`src/rtl/aes_round_ctrl.sv`:
```
// AES round controller: key-expansion kick-off, round sequencing and block handshakes.
// Optional block counter output blk_cnt is built when AES_ROUND_CTRL_PERF_CNT_EN is defined.
module aes_round_ctrl (
    input  logic        clk,
    input  logic        rst_n,
    input  logic        key_load,
    input  logic [1:0]  key_len,
    output logic        kx_start,
    output logic [3:0]  kx_nk,
    output logic [3:0]  rk_addr,
    output logic        key_valid,
    input  logic        din_valid,
    output logic        din_ready,
    output logic        dout_valid,
    input  logic        dout_ready,
    output logic        rnd_load,
    output logic        rnd_en,
    output logic        rnd_final
`ifdef AES_ROUND_CTRL_PERF_CNT_EN
    ,
    output logic [31:0] blk_cnt
`endif
);

    typedef enum logic [2:0] {
        IDLE  = 3'd0,
        KEXP  = 3'd1,
        READY = 3'd2,
        RUN   = 3'd3,
        OUT   = 3'd4
    } state_t;

    state_t      state_r;
    state_t      state_s;
    logic [3:0]  kx_nk_r;
    logic [4:0]  wait_cnt_r;
    logic [3:0]  rnd_cnt_r;
    logic [3:0]  nr_s;
    logic        load_key_s;

    // Reserved key length 11 falls back to the AES-128 code.
    function automatic logic [3:0] nk_of(input logic [1:0] len);
        logic [3:0] nk;
        case (len)
            2'b01:   nk = 4'd5;
            2'b10:   nk = 4'd7;
            default: nk = 4'd3;
        endcase
        return nk;
    endfunction

    function automatic logic [3:0] nr_of(input logic [3:0] nk);
        logic [3:0] nr;
        case (nk)
            4'd5:    nr = 4'd12;
            4'd7:    nr = 4'd14;
            default: nr = 4'd10;
        endcase
        return nr;
    endfunction

    assign nr_s = nr_of(kx_nk_r);

    // Next-state logic; key_load takes priority over a pending input block in READY.
    always_comb begin
        state_s    = state_r;
        load_key_s = 1'b0;
        case (state_r)
            IDLE: begin
                if (key_load) begin
                    state_s    = KEXP;
                    load_key_s = 1'b1;
                end else begin
                    state_s = IDLE;
                end
            end
            KEXP: begin
                if (wait_cnt_r == ({1'b0, nr_s} + 5'd3)) begin
                    state_s = READY;
                end else begin
                    state_s = KEXP;
                end
            end
            READY: begin
                if (key_load) begin
                    state_s    = KEXP;
                    load_key_s = 1'b1;
                end else if (din_valid) begin
                    state_s = RUN;
                end else begin
                    state_s = READY;
                end
            end
            RUN: begin
                if (rnd_cnt_r == nr_s) begin
                    state_s = OUT;
                end else begin
                    state_s = RUN;
                end
            end
            OUT: begin
                if (dout_ready) begin
                    state_s = READY;
                end else begin
                    state_s = OUT;
                end
            end
            default: begin
                state_s = IDLE;
            end
        endcase
    end

    // State register.
    always_ff @(posedge clk or negedge rst_n) begin
        if (!rst_n) begin
            state_r <= IDLE;
        end else begin
            state_r <= state_s;
        end
    end

    // Key-size code latched on an accepted key_load.
    always_ff @(posedge clk or negedge rst_n) begin
        if (!rst_n) begin
            kx_nk_r <= 4'd3;
        end else if (load_key_s) begin
            kx_nk_r <= nk_of(key_len);
        end else begin
            kx_nk_r <= kx_nk_r;
        end
    end

    // Fixed-latency wait for the key expansion block; it has no done handshake.
    always_ff @(posedge clk or negedge rst_n) begin
        if (!rst_n) begin
            wait_cnt_r <= 5'd0;
        end else if (state_r == KEXP) begin
            wait_cnt_r <= wait_cnt_r + 5'd1;
        end else begin
            wait_cnt_r <= 5'd0;
        end
    end

    // Round index: 0 is the initial AddRoundKey, 1..Nr the cipher rounds.
    always_ff @(posedge clk or negedge rst_n) begin
        if (!rst_n) begin
            rnd_cnt_r <= 4'd0;
        end else if ((state_r == RUN) && (rnd_cnt_r != nr_s)) begin
            rnd_cnt_r <= rnd_cnt_r + 4'd1;
        end else begin
            rnd_cnt_r <= 4'd0;
        end
    end

    assign kx_nk      = kx_nk_r;
    assign kx_start   = (state_r == KEXP) && (wait_cnt_r == 5'd0);
    assign key_valid  = (state_r == READY) || (state_r == RUN) || (state_r == OUT);
    assign din_ready  = (state_r == READY) && !key_load;
    assign dout_valid = (state_r == OUT);
    assign rnd_load   = (state_r == RUN) && (rnd_cnt_r == 4'd0);
    assign rnd_en     = (state_r == RUN) && (rnd_cnt_r != 4'd0);
    assign rnd_final  = (state_r == RUN) && (rnd_cnt_r == nr_s);
    assign rk_addr    = (state_r == RUN) ? rnd_cnt_r : 4'd0;

`ifdef AES_ROUND_CTRL_PERF_CNT_EN
    logic [31:0] blk_cnt_r;

    // Saturating count of delivered blocks, cleared with each new key.
    always_ff @(posedge clk or negedge rst_n) begin
        if (!rst_n) begin
            blk_cnt_r <= 32'd0;
        end else if (load_key_s) begin
            blk_cnt_r <= 32'd0;
        end else if ((state_r == OUT) && dout_ready && (blk_cnt_r != 32'hFFFF_FFFF)) begin
            blk_cnt_r <= blk_cnt_r + 32'd1;
        end else begin
            blk_cnt_r <= blk_cnt_r;
        end
    end

    assign blk_cnt = blk_cnt_r;
`endif

endmodule

```
`config.mk`:
```
export PLATFORM = sky130hd
export DESIGN_NAME = aes_round_ctrl
export DESIGN_NICKNAME = d
export VERILOG_FILES = /design/src/rtl/aes_round_ctrl.sv
export SDC_FILE = /design/constraint.sdc
export NUM_CORES = 1
export LEC_CHECK = 0
export BUFFER_PORTS_ARGS = -buffer_cell sky130_fd_sc_hd__buf_4
export CORE_MARGIN = 2
export CORE_UTILIZATION = 45
export DETAILED_ROUTE_END_ITERATION = 8
export MAX_ROUTING_LAYER = met4
export PLACE_DENSITY = 0.74
export RECOVER_POWER = 25
export SLEW_MARGIN = 20
export SYNTH_ARGS = -nofsm -noshare
export SYNTH_HDL_FRONTEND = slang
export SYNTH_SLANG_ARGS = --single-unit
```
`constraint.sdc`:
```
create_clock -name clk -period 3 [get_ports clk]
set_input_delay 0.3 -clock clk [delete_from_list [all_inputs] [get_ports clk]]
set_output_delay 0.3 -clock clk [all_outputs]
set_load 0.02 [all_outputs]
```
==> out/metrics.yaml <==
cts_repair_resize_count: 0
via_per_inst: 4.93
timing.critical_path.from_type: "register"
clock_tree.buffer_depth: 2
yosys.area.top_type_share_pct: 37.8
postSynthRegisterBits: 14
grt_setup_unrepaired: "no"
achievable-frequency_ghz: 0.488
post_route_cells_drive_above_1_share_pct: 21.2
r2r.worst_path.cells: 4
clock-skew-final_ns: 0.00238
timing.max_slew.rel_slack_pct: 49.8
synth_seq_area_share_pct: 40.8
final_core_util_pct: 58.9
top_level_ports: 22
synth_cells: 93
worst_setup_end_kind: "primary output"
die_area_um2: 2280
worstPathCellList: "or3b_1 > nor4_2 > buf_4"
synth_top_area_cell: "sky130_fd_sc_hd__dfrtp_1"
worst_skew_pair.late_latency_ns: 0.27
cts-htree-levels: 1
chipHeight_um: 47.7
row_count: 15
cts_hold_repair.buffers: 1
setup.worst_path.end: "kx_start"
starting_utilization_of_the_core_area_pct: 48.8
vias_in_the_first_global_route: 593
post_synth_main_area_contributors: "sky130_fd_sc_hd__dfrtp_1 (38%), sky130_fd_sc_hd__ha_1 (7.3%), sky130_fd_sc_hd__nor2_1 (6.1%)"
grt_pass1_wl_um: 2600
cts_buffers: 3
clkTransAtPathRegs_ns: 0.09
worstSetupStartpoint: "state_r[2]"
number_of_antenna_violations_at_the_first_check_in_global_routing: 0
power_density_nw_per_um2: 783
cpMaxStageDelayCell: "sky130_fd_sc_hd__or3b_1"
drt_first_pass_iters: 4
gpl.final_weighted_congestion: 0.756
static-leakage-power_nw: 0.492
layout_min_cycle_time_ns: 2.05
grt_util_all_layers_pct: 16.9
antenna_violating_nets_post_route: 0
design.core.area_um2: 1760
final_hold_viol_count: 0
placed_wire_length_estimate_after_detailed_placement_um: 1230
synth.avg_cell_area_um2: 9.26
worst-r2r-setup-slack_ns: 1.54
cell_total_after_placement: 133
critPathKind: "register to primary output"
clock_tree.root_cell: "sky130_fd_sc_hd__clkbuf_4"
synth.distinct_cells: 36
cts_tree: "done"
routed_wire_length_per_instance_um: 11.6
critical_path.reg2reg.endpoint: "state_r[0]"
flow.area_growth_from_synthesis_pct: 20.8
path_max_fanout: 10
drc_errors: 0
syn-cell-area_um2: 861
die_x_um: 47.7
tns_ns: 0
cap_violations: 0
port-buffer-count: 19
antenna-diode-count: 0
layout.cells.most_common_list: "sky130_fd_sc_hd__buf_4 (18), sky130_fd_sc_hd__nor2_1 (14), sky130_fd_sc_hd__dfrtp_1 (13)"
ir_worst_vdd_v: 0.000427
max_slew.worst_pin.slew_ns: 0.753
finalSetupViolCount: 0
globalRouteOverflowTotal: 0
yosysWarnings: 0
commonest_non_fill_non_tap_cell_in_the_layout: "sky130_fd_sc_hd__buf_4"
slowest_delay_ns: 0.53
critical_path_required_ns: 2.70
crit-reg2reg-launch: "kx_nk[1]"
largest_net_degree_at_the_start_of_global_routing: 15
finalNonFillerCells: 138
postCtsSetupRepairBufs: 0
synth_nets: 105
final-max-slew-violation-count: 0
status: "completed"
hold_class: "primary input to register"
via_count: 681
data_arrival_critical_path_ns: 1.75
fin_nets: 126
wl_um: 1600
final_min_period_over_clock_period_pct: 68.3
starting_drc_count_in_detailed_routing: 1
tritoncts_num_sinks: 14
registers in the layout, summed over array words and instances, names as in the netlist:
name        count
kx_nk           2
wait_cnt_r      5
rnd_cnt_r       4
state_r         3
Yosys cell counts:
master,n
sky130_fd_sc_hd__mux2i_1,1
sky130_fd_sc_hd__buf_6,2
sky130_fd_sc_hd__or3b_1,2
sky130_fd_sc_hd__conb_1,2
sky130_fd_sc_hd__nor2_1,14
sky130_fd_sc_hd__o211ai_1,1
sky130_fd_sc_hd__o31ai_1,1
sky130_fd_sc_hd__ha_1,5
sky130_fd_sc_hd__xnor2_1,3
sky130_fd_sc_hd__nor3b_1,2
sky130_fd_sc_hd__o21ai_0,1
sky130_fd_sc_hd__dfstp_2,1
sky130_fd_sc_hd__nand3b_1,2
sky130_fd_sc_hd__nand2_1,3
sky130_fd_sc_hd__nand3_1,3
sky130_fd_sc_hd__nand2b_1,1
sky130_fd_sc_hd__nor2b_1,3
sky130_fd_sc_hd__and3_1,2
sky130_fd_sc_hd__nand4bb_1,1
sky130_fd_sc_hd__buf_4,2
sky130_fd_sc_hd__inv_1,7
sky130_fd_sc_hd__a21boi_1,1
sky130_fd_sc_hd__a31oi_1,1
sky130_fd_sc_hd__clkinv_1,1
sky130_fd_sc_hd__a21o_1,1
sky130_fd_sc_hd__o311ai_1,1
sky130_fd_sc_hd__a31o_1,1
sky130_fd_sc_hd__dfrtp_1,13
sky130_fd_sc_hd__and2_1,3
sky130_fd_sc_hd__nand4_1,1
sky130_fd_sc_hd__nor4_1,1
sky130_fd_sc_hd__nor4_2,1
sky130_fd_sc_hd__a21oi_1,4
sky130_fd_sc_hd__o22ai_1,1
sky130_fd_sc_hd__xor2_1,3
sky130_fd_sc_hd__nor3_1,1
stage by stage:
stage | setup WS, ns | area [µm²] | power (W) | hold slack (ns)
final | 0.951 | 1040 | 0.000815 | 0.207
after global routing | 0.835 | 1040 | 0.000889 | 0.199
after CTS | 0.939 | 1040 | 0.000821 | 0.208
after detailed placement | 1.25 | 997 | 0.000684 | 0.161
after global placement | 1.34 | 997 | 0.000674 | 0.159
after floorplan | 1.25 | 861 | 0.000587 | 0.00441
cell families (layout without fill, tap and decap cells):
family / Yosys count / in the layout / synth area share (%)
simple gates: 40 / 40 / 26.0
fa+ha+maj: 5 / 5 / 7.27
other cells: 2 / 2 / 0.872
mux: 1 / 1 / 1.16
buf+inv: 12 / 32 / 7.85
flops: 14 / 14 / 40.8
xor+xnor: 6 / 6 / 6.11
compound gates: 13 / 13 / 9.89
metal layers:
metal | GRT usage [%] | wire length, µm
met4 | 4.86 | 14
met1 | 24.5 | 831
met2 | 24.5 | 695
met3 | 2.26 | 57
met5 | - | 0
final cells by class:
class	count	area (µm²)
clock buffer	4	36.3
inverter	8	30.0
multi-input combinational	67	442
timing repair buffer	20	149
fill	168	724
tap	25	31.3
sequential	14	352
how the worst min path moves through the flow:
stage               start            end  cells after the start  slack [ns]
6_report       dout_ready     state_r[2]                      2        0.21
5_1_grt        dout_ready     state_r[2]                      2        0.20
4_1_cts        dout_ready     state_r[2]                      2        0.21
3_5_place_dp        rst_n  wait_cnt_r[2]                      1        0.16
3_3_place_gp        rst_n  wait_cnt_r[4]                      1        0.16
2_1_floorplan       rst_n       kx_nk[2]                      0       0.004
report_power, final:
part | switching, W | total (W) | leakage [nW] | internal (W)
Clock | 0.0000614 | 0.000135 | 0.0210 | 0.0000737
Sequential | 0.0000840 | 0.000334 | 0.180 | 0.000250
Combinational | 0.000190 | 0.000346 | 0.292 | 0.000156
critical path, delay by kind of cell (launching register included):
family,cells,cell delay (ns)
and+or+nand+nor,2,0.81
DFF,1,0.48
buffers and inverters,1,0.19
(Power assumes the default switching activity.)
